<file path="config.mk">
export PLATFORM = sky130hd
export DESIGN_NAME = multi_cycle_control_hs
export DESIGN_NICKNAME = d
export VERILOG_FILES = /design/src/rtl/multi_cycle_control_hs_pkg.sv /design/src/rtl/multi_cycle_control_hs_mem_wait_timer.sv /design/src/rtl/multi_cycle_control_hs.sv
export SDC_FILE = /design/constraint.sdc
export NUM_CORES = 1
export LEC_CHECK = 0
export ABC_CLOCK_PERIOD_IN_PS = 2300
export BUFFER_PORTS_ARGS = -buffer_cell sky130_fd_sc_hd__buf_2
export CAP_MARGIN = 10
export CORE_UTILIZATION = 46
export DETAILED_ROUTE_END_ITERATION = 6
export GPL_ROUTABILITY_DRIVEN = 0
export HOLD_SLACK_MARGIN = 0.05
export PLACE_DENSITY = 0.77
export SLEW_MARGIN = 20
export SYNTH_ARGS = -nofsm -noshare
export SYNTH_HDL_FRONTEND = slang
export SYNTH_HIERARCHICAL = 1
export SYNTH_SLANG_ARGS = --single-unit
</file>
<file path="constraint.sdc">
create_clock -name clk -period 2.3 [get_ports clk]
set_clock_uncertainty 0.15 [all_clocks]
set_input_delay 0.23 -clock clk [delete_from_list [all_inputs] [get_ports clk]]
set_output_delay 0.23 -clock clk [all_outputs]
set_load 0.01 [all_outputs]
</file>
<file path="src/rtl/multi_cycle_control_hs_pkg.sv">
// Shared encodings for the handshaked multi-cycle MIPS control FSM: opcodes,
// datapath mux selects, state codes, trap causes and the bundled control word.
package multi_cycle_control_hs_pkg;

    typedef enum logic [5:0] {
        OP_RTYPE = 6'h00,
        OP_J     = 6'h02,
        OP_JAL   = 6'h03,
        OP_BEQ   = 6'h04,
        OP_BNE   = 6'h05,
        OP_ADDI  = 6'h08,
        OP_SLTI  = 6'h0A,
        OP_ANDI  = 6'h0C,
        OP_ORI   = 6'h0D,
        OP_XORI  = 6'h0E,
        OP_LUI   = 6'h0F,
        OP_LW    = 6'h23,
        OP_SW    = 6'h2B
    } opcode_e;

    typedef enum logic [5:0] {
        FN_JR   = 6'h08,
        FN_JALR = 6'h09
    } funct_e;

    typedef enum logic [1:0] {
        ALU_ADD   = 2'b00,
        ALU_SUB   = 2'b01,
        ALU_FUNCT = 2'b10,
        ALU_IMM   = 2'b11
    } alu_op_e;

    typedef enum logic [1:0] {
        SRC_B_REG    = 2'b00,
        SRC_B_FOUR   = 2'b01,
        SRC_B_IMM    = 2'b10,
        SRC_B_IMM_SH = 2'b11
    } alu_src_b_e;

    typedef enum logic [1:0] {
        PC_SRC_ALU    = 2'b00,
        PC_SRC_ALUOUT = 2'b01,
        PC_SRC_JUMP   = 2'b10,
        PC_SRC_REG_A  = 2'b11
    } pc_src_e;

    typedef enum logic [1:0] {
        PC_COND_OFF = 2'b00,
        PC_COND_EQ  = 2'b01,
        PC_COND_NE  = 2'b10
    } pc_cond_e;

    typedef enum logic [1:0] {
        M2R_ALUOUT = 2'b00,
        M2R_MDR    = 2'b01,
        M2R_PC     = 2'b10
    } mem_to_reg_e;

    typedef enum logic [1:0] {
        DST_RT  = 2'b00,
        DST_RD  = 2'b01,
        DST_R31 = 2'b10
    } reg_dst_e;

    typedef enum logic [1:0] {
        CAUSE_NONE    = 2'b00,
        CAUSE_ILLEGAL = 2'b01,
        CAUSE_TIMEOUT = 2'b10
    } trap_cause_e;

    typedef enum logic [4:0] {
        S_RESET    = 5'd0,
        S_FETCH    = 5'd1,
        S_DECODE   = 5'd2,
        S_MEM_ADDR = 5'd3,
        S_MEM_RD   = 5'd4,
        S_MEM_WB   = 5'd5,
        S_MEM_WR   = 5'd6,
        S_R_EXEC   = 5'd7,
        S_R_WB     = 5'd8,
        S_BEQ      = 5'd9,
        S_BNE      = 5'd10,
        S_JUMP     = 5'd11,
        S_JAL      = 5'd12,
        S_JR       = 5'd13,
        S_JALR     = 5'd14,
        S_I_EXEC   = 5'd15,
        S_I_WB     = 5'd16,
        S_TRAP     = 5'd17,
        S_HALT     = 5'd18
    } state_e;

    typedef struct packed {
        pc_cond_e    pc_write_cond;
        logic        pc_write;
        logic        ior_d;
        logic        mem_read;
        logic        mem_write;
        mem_to_reg_e mem_to_reg;
        logic        ir_write;
        pc_src_e     pc_source;
        alu_op_e     alu_op;
        alu_src_b_e  alu_src_b;
        logic        alu_src_a;
        logic        reg_write;
        reg_dst_e    reg_dst;
        logic        trap;
        logic        retire;
    } ctrl_t;

    // States that talk to memory and therefore wait on mem_ready.
    function automatic logic is_mem_state(input state_e s);
        return (s == S_FETCH) || (s == S_MEM_RD) || (s == S_MEM_WR);
    endfunction

endpackage

</file>
<file path="src/rtl/multi_cycle_control_hs_mem_wait_timer.sv">
// Counts stalled cycles in a memory state and flags the last cycle allowed
// before the access is declared timed out.
module mem_wait_timer #(
    parameter int unsigned MEM_TIMEOUT = 16,
    parameter int unsigned WAIT_W      = 5
) (
    input  logic clk,
    input  logic rst,
    input  logic clear,
    input  logic inc,
    output logic timeout
);

    localparam bit                TO_EN   = (MEM_TIMEOUT != 0);
    localparam int unsigned       LIMIT   = TO_EN ? MEM_TIMEOUT - 1 : 0;
    localparam logic [WAIT_W-1:0] LIMIT_W = WAIT_W'(LIMIT);
    localparam logic [WAIT_W-1:0] CNT_MAX = '1;

    logic [WAIT_W-1:0] count_q, count_d;

    // NOTE: every variable gets its default before any branch, so no path through
    // the block leaves count_d unassigned and no latch is inferred.
    always_comb begin
        count_d = count_q;
        if (clear) begin
            count_d = '0;
        end else if (inc && (count_q != CNT_MAX)) begin
            count_d = count_q + WAIT_W'(1);
        end
    end

    // NOTE: state registers use non-blocking assignments so every flop samples
    // pre-edge values regardless of the order the simulator runs processes.
    always_ff @(posedge clk or posedge rst) begin
        if (rst) begin
            count_q <= '0;
        end else begin
            count_q <= count_d;
        end
    end

    assign timeout = TO_EN && (count_q == LIMIT_W);

endmodule

</file>
<file path="src/rtl/multi_cycle_control_hs.sv">
// Multi-cycle MIPS control FSM with a mem_ready handshake, wait-state timeout,
// illegal-instruction trap and a per-instruction retire strobe.
module multi_cycle_control_hs
    import multi_cycle_control_hs_pkg::*;
#(
    parameter int unsigned MEM_HANDSHAKE = 1,
    parameter int unsigned MEM_TIMEOUT   = 16,
    parameter int unsigned WAIT_W        = 5,
    parameter int unsigned TRAP_HALT     = 1
) (
    input  logic       clk,
    input  logic       rst,
    input  logic [5:0] opcode,
    input  logic [5:0] funct,
    input  logic       mem_ready,
    output logic [1:0] pc_write_cond,
    output logic       pc_write,
    output logic       ior_d,
    output logic       mem_read,
    output logic       mem_write,
    output logic [1:0] mem_to_reg,
    output logic       ir_write,
    output logic [1:0] pc_source,
    output logic [1:0] alu_op,
    output logic [1:0] alu_src_b,
    output logic       alu_src_a,
    output logic       reg_write,
    output logic [1:0] reg_dst,
    output logic       trap,
    output logic [1:0] trap_cause,
    output logic       retire,
    output logic [4:0] state_o
);

    localparam bit HS_EN = (MEM_HANDSHAKE != 0);

    state_e      state_q, state_d;
    trap_cause_e trap_cause_q, trap_cause_d;
    ctrl_t       ctrl;
    logic        rdy;
    logic        wait_timeout;

    assign rdy = mem_ready || !HS_EN;

    mem_wait_timer #(
        .MEM_TIMEOUT(MEM_TIMEOUT),
        .WAIT_W     (WAIT_W)
    ) u_wait_timer (
        .clk    (clk),
        .rst    (rst),
        .clear  (state_d != state_q),
        .inc    (is_mem_state(state_q) && !rdy),
        .timeout(wait_timeout)
    );

    always_comb begin
        ctrl         = '0;
        state_d      = state_q;
        trap_cause_d = trap_cause_q;

        case (state_q)
            S_RESET: state_d = S_FETCH;

            S_FETCH: begin
                ctrl.mem_read  = 1'b1;
                ctrl.alu_src_b = SRC_B_FOUR;
                if (rdy) begin
                    ctrl.ir_write = 1'b1;
                    ctrl.pc_write = 1'b1;
                    state_d       = S_DECODE;
                end
            end

            S_DECODE: begin
                ctrl.alu_src_b = SRC_B_IMM_SH;
                case (opcode)
                    OP_LW, OP_SW: state_d = S_MEM_ADDR;
                    OP_RTYPE: begin
                        if (funct == FN_JR)        state_d = S_JR;
                        else if (funct == FN_JALR) state_d = S_JALR;
                        else                       state_d = S_R_EXEC;
                    end
                    OP_BEQ: state_d = S_BEQ;
                    OP_BNE: state_d = S_BNE;
                    OP_J:   state_d = S_JUMP;
                    OP_JAL: state_d = S_JAL;
                    OP_ADDI, OP_ANDI, OP_ORI, OP_XORI, OP_SLTI, OP_LUI: state_d = S_I_EXEC;
                    default: begin
                        state_d      = S_TRAP;
                        trap_cause_d = CAUSE_ILLEGAL;
                    end
                endcase
            end

            S_MEM_ADDR: begin
                ctrl.alu_src_a = 1'b1;
                ctrl.alu_src_b = SRC_B_IMM;
                state_d        = (opcode == OP_SW) ? S_MEM_WR : S_MEM_RD;
            end

            S_MEM_RD: begin
                ctrl.mem_read = 1'b1;
                ctrl.ior_d    = 1'b1;
                if (rdy) state_d = S_MEM_WB;
            end

            S_MEM_WB: begin
                ctrl.reg_write  = 1'b1;
                ctrl.mem_to_reg = M2R_MDR;
                ctrl.retire     = 1'b1;
                state_d         = S_FETCH;
            end

            S_MEM_WR: begin
                ctrl.mem_write = 1'b1;
                ctrl.ior_d     = 1'b1;
                if (rdy) begin
                    ctrl.retire = 1'b1;
                    state_d     = S_FETCH;
                end
            end

            S_R_EXEC: begin
                ctrl.alu_src_a = 1'b1;
                ctrl.alu_op    = ALU_FUNCT;
                state_d        = S_R_WB;
            end

            S_R_WB: begin
                ctrl.reg_write = 1'b1;
                ctrl.reg_dst   = DST_RD;
                ctrl.retire    = 1'b1;
                state_d        = S_FETCH;
            end

            S_BEQ, S_BNE: begin
                ctrl.alu_src_a     = 1'b1;
                ctrl.alu_op        = ALU_SUB;
                ctrl.pc_write_cond = (state_q == S_BEQ) ? PC_COND_EQ : PC_COND_NE;
                ctrl.pc_source     = PC_SRC_ALUOUT;
                ctrl.retire        = 1'b1;
                state_d            = S_FETCH;
            end

            // PC already holds PC+4 here, so jal/jalr link the pre-edge PC.
            S_JUMP, S_JAL: begin
                ctrl.pc_write  = 1'b1;
                ctrl.pc_source = PC_SRC_JUMP;
                ctrl.retire    = 1'b1;
                if (state_q == S_JAL) begin
                    ctrl.reg_write  = 1'b1;
                    ctrl.reg_dst    = DST_R31;
                    ctrl.mem_to_reg = M2R_PC;
                end
                state_d = S_FETCH;
            end

            S_JR, S_JALR: begin
                ctrl.pc_write  = 1'b1;
                ctrl.pc_source = PC_SRC_REG_A;
                ctrl.retire    = 1'b1;
                if (state_q == S_JALR) begin
                    ctrl.reg_write  = 1'b1;
                    ctrl.reg_dst    = DST_RD;
                    ctrl.mem_to_reg = M2R_PC;
                end
                state_d = S_FETCH;
            end

            S_I_EXEC: begin
                ctrl.alu_src_a = 1'b1;
                ctrl.alu_src_b = SRC_B_IMM;
                ctrl.alu_op    = ALU_IMM;
                state_d        = S_I_WB;
            end

            S_I_WB: begin
                ctrl.reg_write = 1'b1;
                ctrl.retire    = 1'b1;
                state_d        = S_FETCH;
            end

            S_TRAP: begin
                ctrl.trap = 1'b1;
                state_d   = (TRAP_HALT != 0) ? S_HALT : S_FETCH;
            end

            S_HALT: state_d = S_HALT;

            default: state_d = S_RESET;
        endcase

        // A late mem_ready on the final allowed wait cycle still completes the access.
        if (is_mem_state(state_q) && !rdy && wait_timeout) begin
            state_d      = S_TRAP;
            trap_cause_d = CAUSE_TIMEOUT;
        end
    end

    always_ff @(posedge clk or posedge rst) begin
        if (rst) begin
            state_q      <= S_RESET;
            trap_cause_q <= CAUSE_NONE;
        end else begin
            state_q      <= state_d;
            trap_cause_q <= trap_cause_d;
        end
    end

    assign pc_write_cond = ctrl.pc_write_cond;
    assign pc_write      = ctrl.pc_write;
    assign ior_d         = ctrl.ior_d;
    assign mem_read      = ctrl.mem_read;
    assign mem_write     = ctrl.mem_write;
    assign mem_to_reg    = ctrl.mem_to_reg;
    assign ir_write      = ctrl.ir_write;
    assign pc_source     = ctrl.pc_source;
    assign alu_op        = ctrl.alu_op;
    assign alu_src_b     = ctrl.alu_src_b;
    assign alu_src_a     = ctrl.alu_src_a;
    assign reg_write     = ctrl.reg_write;
    assign reg_dst       = ctrl.reg_dst;
    assign trap          = ctrl.trap;
    assign retire        = ctrl.retire;
    assign trap_cause    = trap_cause_q;
    assign state_o       = state_q;

endmodule

</file>
== After elaboration in Yosys (flattened, before gate mapping) ==
Cells that the tools add are included.

* Flip-flop bits (word level): 12
* Input port bits: 15

* $add $sub $neg: 1
* Mux-type cells: 35
* Eq/ne operators: 36
* Reduce and logical (&&, ||, !) cells: 26

{| class="wikitable"
|+ Operators by type and width
! operator !! number
|-
| $eq A6 B4 Y1 const B || 8
|-
| $eq A5 B4 Y1 const B || 9
|-
| $pmux W5 S9 || 1
|-
| $mux W5 || 7
|-
| $pmux W5 S7 || 1
|-
| $pmux W2 S3 || 5
|-
| $eq A5 B3 Y1 const B || 4
|-
| $mux W2 || 8
|-
| $reduce_or A2 Y1 || 8
|-
| $eq A5 B5 Y1 const B || 3
|-
| $reduce_or A13 Y1 || 1
|-
| $eq A6 B2 Y1 const B || 2
|-
| $eq A6 B3 Y1 const B || 2
|-
| $eq A6 B6 Y1 const B || 2
|-
| $eq A5 B2 Y1 const B || 2
|-
| $reduce_or A10 Y1 || 1
|-
| $reduce_or A9 Y1 || 1
|-
| $mux W1 || 7
|-
| $logic_not A6 Y1 || 1
|-
| $mux W3 || 2
|-
| $reduce_or A6 Y1 || 1
|-
| $add A5 B1 Y5 const B || 1
|-
| $eq A5 B1 Y1 const B || 1
|-
| $logic_not A5 Y1 || 1
|-
| other kinds (14) || 19
|}

== Logic depth before layout (Yosys ltp) ==
Gate-level depths: netlist of run 1.

* Depth in word-level cells: 8
* Depth in mapped cells: 9

== Modules after synthesis ==
The synthesis of run 1 kept the hierarchy.

{| class="wikitable"
|+ By module, submodules not included
! module !! times used !! sequential area each (µm²) !! area an instance (µm²) !! cells each
|-
| multi_cycle_control_hs || 1 || 175.2 || 1,033.5 || 153
|-
| mem_wait_timer || 1 || 125.1 || 276.5 || 25
|}

== Least setup slack after synthesis of run 1 ==
Ideal clock, no wire load.

* Path kind: reg-to-reg
* Start point: register state_q[0], in the netlist state_o[0]
* End point: register u_wait_timer.count_q[3]
* Setup slack: -0.002 ns
* Arrival time: 2.024 ns
* Clock period less this slack: 2.302 ns
* Library setup time: 0.127 ns
* Cell stages (with the launch flop): 7
* Path buffers: 0
* Cell sequence: dfrtp_1 or3b_1 a2111oi_4 a21oi_1 nand4b_1 and2b_1 mux2_1

* Word-level cells in the longest chain between the ends: 8
* Elaborated cells between the ends (all ways): 34
* Those cells by class: eq/ne: 19; mux: 6; reduce/logical: 9

{| class="wikitable"
|+ Ends and longest elaborated chain
! element !! RTL line !! text
|-
| start, declared || multi_cycle_control_hs.sv:37 || <nowiki>state_e state_q, state_d;</nowiki>
|-
| start signal, assigned || multi_cycle_control_hs.sv:205 || <nowiki>state_q <= state_d;</nowiki>
|-
| parallel branches: the longest is 8 deep, another holds $reduce_or A10 Y1 || n/a ||
|-
| end signal, assigned || multi_cycle_control_hs_mem_wait_timer.sv:38 || <nowiki>count_q <= count_d;</nowiki>
|-
| end, declared || multi_cycle_control_hs_mem_wait_timer.sv:19 || <nowiki>logic [WAIT_W-1:0] count_q, count_d;</nowiki>
|}

Parallel ways; which one is timed is not known.
A chain may end at the register's enable or synchronous reset.

== Worst setup path after layout of run 1 ==
* Start point: register state_q[2], in the netlist state_o[2]
* End point: register u_wait_timer.count_q[3]

The elaborated chain is that of the path after synthesis.

==> impl_results.md, run 1 <==
- Status: complete, but fails checks
- IO Port Bufs: 42
- Setup CP Type: reg2reg
- DP Worst Slack: -0.0785 ns
- Crit path setup slack, layout: -0.0260 ns
- Avg Inst Size Synth: roughly 7.4 um^2
- Buf/Inv on CP: 0
- Rows: 18
- Gr busiest metal: met2
- Minimum clock period: 2.33 ns
- Met3 Resource Use GR: 0.0164
- H-tree Lvls: 1
- Layout cell share with drive strength beyond 1: 0.377
- RSZ-0062 raised after global routing: yes
- CP Capture Type: flop
- Post-synth EDFFs: 0
- Pwr dens: 1090 nW/um^2
- # DRC: 0
- Critical path arrival: 2.33 ns
- Total CTS buffers: 3
- WL/cell: approximately 15 um
- Final wirelength: 4010 um
- Vias per inst: 5.80
- Die width: 55.4 um
- Number of synthesized register bits: 12
- Finished Cell Area: 1800 um^2
- Final ANT Viol Nets: 0
- Post-Syn Nets: 196
- Die H: around 55 um
- Critical Path RT: 2.30 ns
- Async set or reset register ratio after synthesis: 1.00
- Slowest CP cell: dfrtp_1
- Hold Vio Cnt, Final: 0
- # IOs: 43
- Nets: 258
- Ys flop type: dfrtp_1
- VDD IR max: roughly 0.66 mV
- Gr usage total: 0.250
- Ant. Diodes: 0
- Max-slew violations: 0
- Worst-path clk slew: 0.07 ns
- GR met2 Demand/Resource: 0.411
- Root buffer cell: clkbuf_4
- Hold crit path type: in2reg
- Period utilization: 1.01
- Via count: 1,561
- Die area: 3070 um^2
- Violated checks: setup timing
- Final Hold Slack: 0.248 ns
- Clock tree from TritonCTS: yes
- Initial antenna violation count: 0
- CTS max path bufs: 2
- LEAKAGE: 0.000883 uW
- Met1 usage: 0.352
- Area post-placement: 1650 um^2
- DRT iter0 DRCs: 96
- Largest fanout on the critical path: 4
- CP startpoint kind: flop
- Vias in the first global route: 1,413
- Hold_sp: funct[0]
- Core ar.: 2590 um^2
- Initial Utilization: 0.506
- Critical path startpoint: state_o[2]
- Final core occ: 0.697
- Crit path max-delay family: simple AND/OR/NAND/NOR gates
- Most common cell after layout, fill and taps aside: buf_2
- Worst-skew pair later-pin latency: 0.27 ns
- Crit-path max cell delay: 0.44 ns
- Global-route wire length before repair: around 6400 um
- Post-synth cell types: 54
- Cells after synthesis: 178
- Largest net degree at the start of global routing: 16
- Detailed placement HPWL: 2960 um
- Setup-failing EPs final: 1
- Most frequent cells in the layout: buf_2 (42), buf_4 (26), nor2_1 (20)
- Drt first pass iters: 4
- Max-cap violations: 0
- Area Overhead vs Synth: 37.7%
- Area of the mapped netlist: 1310 um^2
- Grt ovf: 0
- Worst slew pin tran: 0.334 ns
- Max_slew headroom: 0.774
- Seq/Total Area, Yosys: 0.229
- Origin of the critical flop-to-flop path: state_o[2]
- Yosys Warn Count: 6
- Crit path cell chain: or3b_1, a2111oi_4, a21oi_1, nand4b_1, and2b_1, mux2_4
- CTS sink cnt: 12
- Max Fclk: 430 MHz
## state kept, by name, indices dropped and copies added (netlist names)
| name | flops |
|---|---|
| u_wait_timer/count_q | 5 |
| trap_cause | 2 |
| state_o | 5 |
## through the flow
stage | setup TNS, ns | total power [uW] | instances
3_5_place_dp | -0.150 | 1670 | 257
4_1_cts | 0 | 1900 | 265
5_1_grt | -0.326 | 2110 | 269
3_3_place_gp | 0 | 1630 | 257
6_report | -0.0260 | 1960 | 269
2_1_floorplan | 0 | 1180 | 178
## final cells by class
class                      count  area [um^2]
timing repair buffer          70          427
multi-input combinational    144          967
fill                         202          786
tap                           30         37.5
sequential                    12          303
clock buffer                   4         36.3
inverter                       9         33.8
## where the power goes
group	leakage [uW]	switching, uW	internal, uW
clock network	0.0000210	65.8	96.1
logic	0.000707	792	668
registers	0.000155	73.4	268
## worst paths after layout
check                           slack (ns)  cells past startpoint                 endpoint
worst max-delay path                 -0.03                      6  u_wait_timer/count_q[3]
worst min-delay path                  0.25                      4               state_o[0]
worst max register to register       -0.03                      6  u_wait_timer/count_q[3]
worst min register to register        0.35                      1            trap_cause[0]
max in group asynchronous             1.49                      3               state_o[3]
min in group asynchronous             0.26                      3  u_wait_timer/count_q[3]
## repair_timing
item                                    in CTS  in global routing
pin swaps                                    2                  4
endpoints found under the setup margin       6                  7
hold buffers                                 1                  0
endpoints found under the hold margin       12                  0
resized for setup                            4                  9
buffers inserted                             3                  4
## kinds of logic (layout without fill, tap and decap cells)
group,Yosys count,in the layout,share of synthesized area
and+or+nand+nor,83,83,0.350
AOI/OAI and AO/OA,49,49,0.258
buffers and inverters,22,83,0.0697
DFF,12,12,0.229
xor gates and xnor gates,6,6,0.0401
adders and majority gates,3,3,0.0287
muxes,3,3,0.0248
## synth_stat cells (all sizes together), types with 2 or more instances
master,instances,area share
a2111oi,2,0.028
a21boi,2,0.011
a21oi,16,0.061
a31oi,2,0.0095
and3,3,0.014
and4b,2,0.015
buf,9,0.032
clkbuf,4,0.011
dfrtp,12,0.23
ha,3,0.029
inv,9,0.026
mux2,2,0.017
nand2,17,0.049
nand2b,5,0.024
nand4,2,0.0095
nor2,20,0.057
nor2b,9,0.049
nor3,6,0.027
nor3b,4,0.023
nor4,4,0.019
nor4b,2,0.013
o211ai,2,0.011
o21a,2,0.011
o21ai,9,0.034
o21bai,2,0.011
or3b,2,0.013
xnor2,3,0.020
xor2,3,0.020
## per-layer routing
layer,part of all wire,vias up
li1,-,761
met1,0.43,729
met2,0.51,67
met3,0.051,4
met4,0.0080,0
met5,0,-
## worst register-to-register path: stages, from the launching register on
cell and delay, ns:
dfrtp_1 0.44, or3b_1 0.44, a2111oi_4 0.36, a21oi_1 0.19, nand4b_1 0.18, and2b_1 0.20
mux2_4 0.26
(Power assumes the default switching activity.)
==> run 2, diff against run 1 <==
--- a/config.mk
+++ b/config.mk
@@ -12,9 +12,9 @@
 export DETAILED_ROUTE_END_ITERATION = 6
 export GPL_ROUTABILITY_DRIVEN = 0
 export HOLD_SLACK_MARGIN = 0.05
-export PLACE_DENSITY = 0.77
+export PLACE_DENSITY = 0.87
 export SLEW_MARGIN = 20
 export SYNTH_ARGS = -nofsm -noshare
 export SYNTH_HDL_FRONTEND = slang
-export SYNTH_HIERARCHICAL = 1
 export SYNTH_SLANG_ARGS = --single-unit
+export TNS_END_PERCENT = 20
==> impl_results.md, run 2 <==
- Yosys top cell by area: dfrtp_1
- Initial antenna violation count: 0 (unchanged)
- WL/cell: 15.2 um (+1.9%)
- Minimum clock period: 2.72 ns (+0.398 ns)
- Clk pwr share: 0.054 (-0.028)
- Setup-failing EPs final: 5 (+4)
- CTS sink cnt: 12 (unchanged)
- Synth cell count leaders: nor2_1 (22), nor3_1 (14), dfrtp_1 (12), nand2_1 (12), inv_1 (10)
- Reg-to-reg critical path endpoint: u_wait_timer.count_q[3]
- LEAKAGE: 0.00101 uW (+15%)
- Logic pwr share: 0.792 (+0.049)
- Critical path startpoint: state_o[0]
- # IOs: 43 (unchanged)
- # DRC: 0 (unchanged)
- Worst-path clk slew: 0.07 ns (about the same)
- Ant. Diodes: 0 (unchanged)
- Ys flop type: dfrtp_1
- Crit path setup slack, layout: -0.424 ns (-0.398 ns)
- Drt first pass iters: 4 (unchanged)
- Die width: 55.9 um (+1.0%)
- Fillers: 210 (+4.0%)
- Most common cell after layout, fill and taps aside: buf_4
- Max-slew violations: 0 (unchanged)
- Total Power: 2240 uW (+14%)
- Global-route wire length before repair: 7180 um (+13%)
- DRT iter0 DRCs: 144 (+50%)
- Multi-input gate area: 1010 um^2 (+4.3%)
- Area Overhead vs Synth: 53.8%
- Pwr dens: 1090 nW/um^2 (about the same)
- CP startpoint kind: flop
- Largest fanout on the critical path: 8 (+4)
- Most frequent cells in the layout: buf_4 (54), buf_2 (42), nor2_1 (21)
- Total CTS buffers: 3 (unchanged)
- Final Instance Count excl. Fillers: 305 (+13%)
- Sw frac: 0.461 (-0.0132)
- Die area: 3130 um^2 (+2.0%)
- IO Port Bufs: 42 (unchanged)
- Rows: 19 (+1)
- Most frequent cell after synthesis: nor2_1
- Clock tree from TritonCTS: yes
- CP Capture Type: flop
- Critical Path Stages: 10 (+4)
- P_int: 1210 uW (+17%)
- Reg power frac: 0.153 (-0.021)
- Top cells by area, synth: dfrtp_1 (22%), nor2_1 (6.2%), nor3_1 (5.2%), a21oi_1 (3.4%), nand2_1 (3.4%)
- Core ar.: 2760 um^2 (+6.5%)
- Area of the mapped netlist: 1340 um^2 (+2.1%)
- Synth top area share: 0.225 (-0.00472)
- VDD IR max: 1.05 mV (+60%)
- Crit path cell chain: buf_4, nor2b_1, nand3_1, a311oi_1, or3_4, buf_4, nand2_1, a221o_1, buf_6, nor3_1
- Hold Vio Cnt, Final: 0 (unchanged)
- Critical Path RT: 2.32 ns (+0.02 ns)
- Post-synth EDFFs: 0 (unchanged)
- Final wirelength: 4630 um (+16%)
- R2R depth: 10 (+4)
- Largest net degree at the start of global routing: 13 (-3)
- Detailed placement HPWL: 3310 um (+12%)
- Final ANT Viol Nets: 0 (unchanged)
- Critical path arrival: 2.74 ns (+0.41 ns)
- Seq/Total Area, Yosys: 0.225 (-0.00472)
- Max-cap violations: 0 (unchanged)
- Vias per inst: 5.83 (+0.40%)
- Crit-path max cell delay: 0.43 ns (about the same)
- Die H: 55.9 um (+1.0%)
- Period utilization: 1.18 (+0.173)
- Yosys Warn Count: 0 (-6)
- Post-Syn Nets: 201 (+2.6%)
- Setup crit end: u_wait_timer.count_q[3]
- CTS max path bufs: 2 (unchanged)
- Number of synthesized register bits: 12 (unchanged)
- Vias in the first global route: 1,634 (+16%)
- Max Fclk: 367 MHz (-15%)
- RSZ-0062 raised after global routing: yes
- Setup slack, reg-to-reg: -0.42 ns (-0.40 ns)
- Nets: 294 (+14%)
- Root buffer cell: clkbuf_4
- Setup CP Type: reg2reg
- Layout cell share with drive strength beyond 1: 0.438 (+0.0614)
- Cell Count Post-Placement: 294 (+14%)
- H-tree Lvls: 1 (unchanged)
- Via count: 1,777 (+14%)
- Crit path top cell by count: buf_4
- Grt ovf: 0 (unchanged)
- Crit path max-delay family: simple AND/OR/NAND/NOR gates
- Slowest CP cell: dfrtp_1
- Status: complete, but fails checks
- Buf/Inv on CP: 3 (+3)
- Cells after synthesis: 183 (+2.8%)
- Worst slew pin tran: 0.439 ns (+0.104 ns)
- Gr usage total: 0.286 (+0.0359)
- Worst-skew pair later-pin latency: 0.26 ns (about the same)
- Violated checks: setup timing
- Async set or reset register ratio after synthesis: 1.00 (unchanged)
- Post-synth cell types: 50 (-7.4%)
- FF/Latch Area: 302 um^2 (-0.41%)
- Sw Pwr: 1030 uW (+11%)
- Hold crit path type: in2reg
- Max_slew headroom: 0.707 (-0.0667)
- Avg Inst Size Synth: 7.31 um^2 (-0.69%)
- Origin of the critical flop-to-flop path: state_o[0]
- Initial Utilization: 0.485 (-0.0208)
## run 2: cell type report
type	count	share of cell area
clock buffer	3	0.0109
inverter	10	0.0182
multi-input combinational	150	0.490
sequential	12	0.147
tap	31	0.0189
timing repair buffer	99	0.315
## run 2: timing repair
action                                  4_1_cts  5_1_grt
pin swaps                                     4        2
setup buffers                                 6        1
hold buffers                                  1        0
endpoints found under the setup margin        6        9
resized for setup                             1       11
endpoints found under the hold margin        12        0
## run 2: worst register-to-register path: stages, from the launching register on
cell	delay, ns
dfrtp_1	0.43
buf_4	0.19
nor2b_1	0.18
nand3_1	0.20
a311oi_1	0.39
or3_4	0.20
buf_4	0.11
nand2_1	0.06
a221o_1	0.38
buf_6	0.16
nor3_1	0.18
## run 2: layer usage
layer | vias to the layer above | routed length [um] | track usage
met4 | 0 | 107 | 0.0941
met2 | 91 | 2190 | 0.484
met3 | 14 | 346 | 0.0372
li1 | 849 | - | -
met5 | - | 0 | 0
met1 | 823 | 1980 | 0.378
## run 2: logic make-up (layout without fill, tap and decap cells)
kind of cell               Yosys count  count (layout)  synth area share
xor gates and xnor gates             8               8            0.0524
buffers and inverters               21             112            0.0683
muxes                                2               2            0.0187
adders and majority gates            3               3            0.0281
DFF                                 12              12             0.225
and+or+nand+nor                     96              96             0.390
AOI/OAI and AO/OA                   41              41             0.218
## run 2: worst min-delay path by stage
stage          slack, ns  startpoint  depth (start not counted)            end
2_1_floorplan      -0.06         rst                          1     state_o[0]
3_3_place_gp        0.09         rst                          2  trap_cause[1]
3_5_place_dp        0.09         rst                          2  trap_cause[0]
4_1_cts             0.24    funct[4]                          4     state_o[3]
5_1_grt             0.28    funct[1]                          4     state_o[3]
6_report            0.25    funct[4]                          4     state_o[3]
## run 2: power by group through the flow
stage               sequential (uW)  clock, uW  combinational [uW]
floorplan                       345          0                 853
global placement                338          0                1490
detailed placement              343          0                1530
CTS                             338        119                1630
global route                    353        131                1890
finish                          344        121                1780
## run 2: per-stage QoR
step	cell area (um^2)	hold WS (ns)	setup slack (ns)	setup TNS (ns)	utilization
final	2060	0.246	-0.424	-1.94	0.746
after CTS	2000	0.236	-0.372	-1.70	0.726
after global routing	2060	0.276	-0.451	-2.21	0.746
after global placement	1920	0.0920	-0.253	-1.04	0.696
after floorplan	1360	-0.0553	-0.205	-0.796	-
after detailed placement	1920	0.0945	-0.329	-1.34	0.696
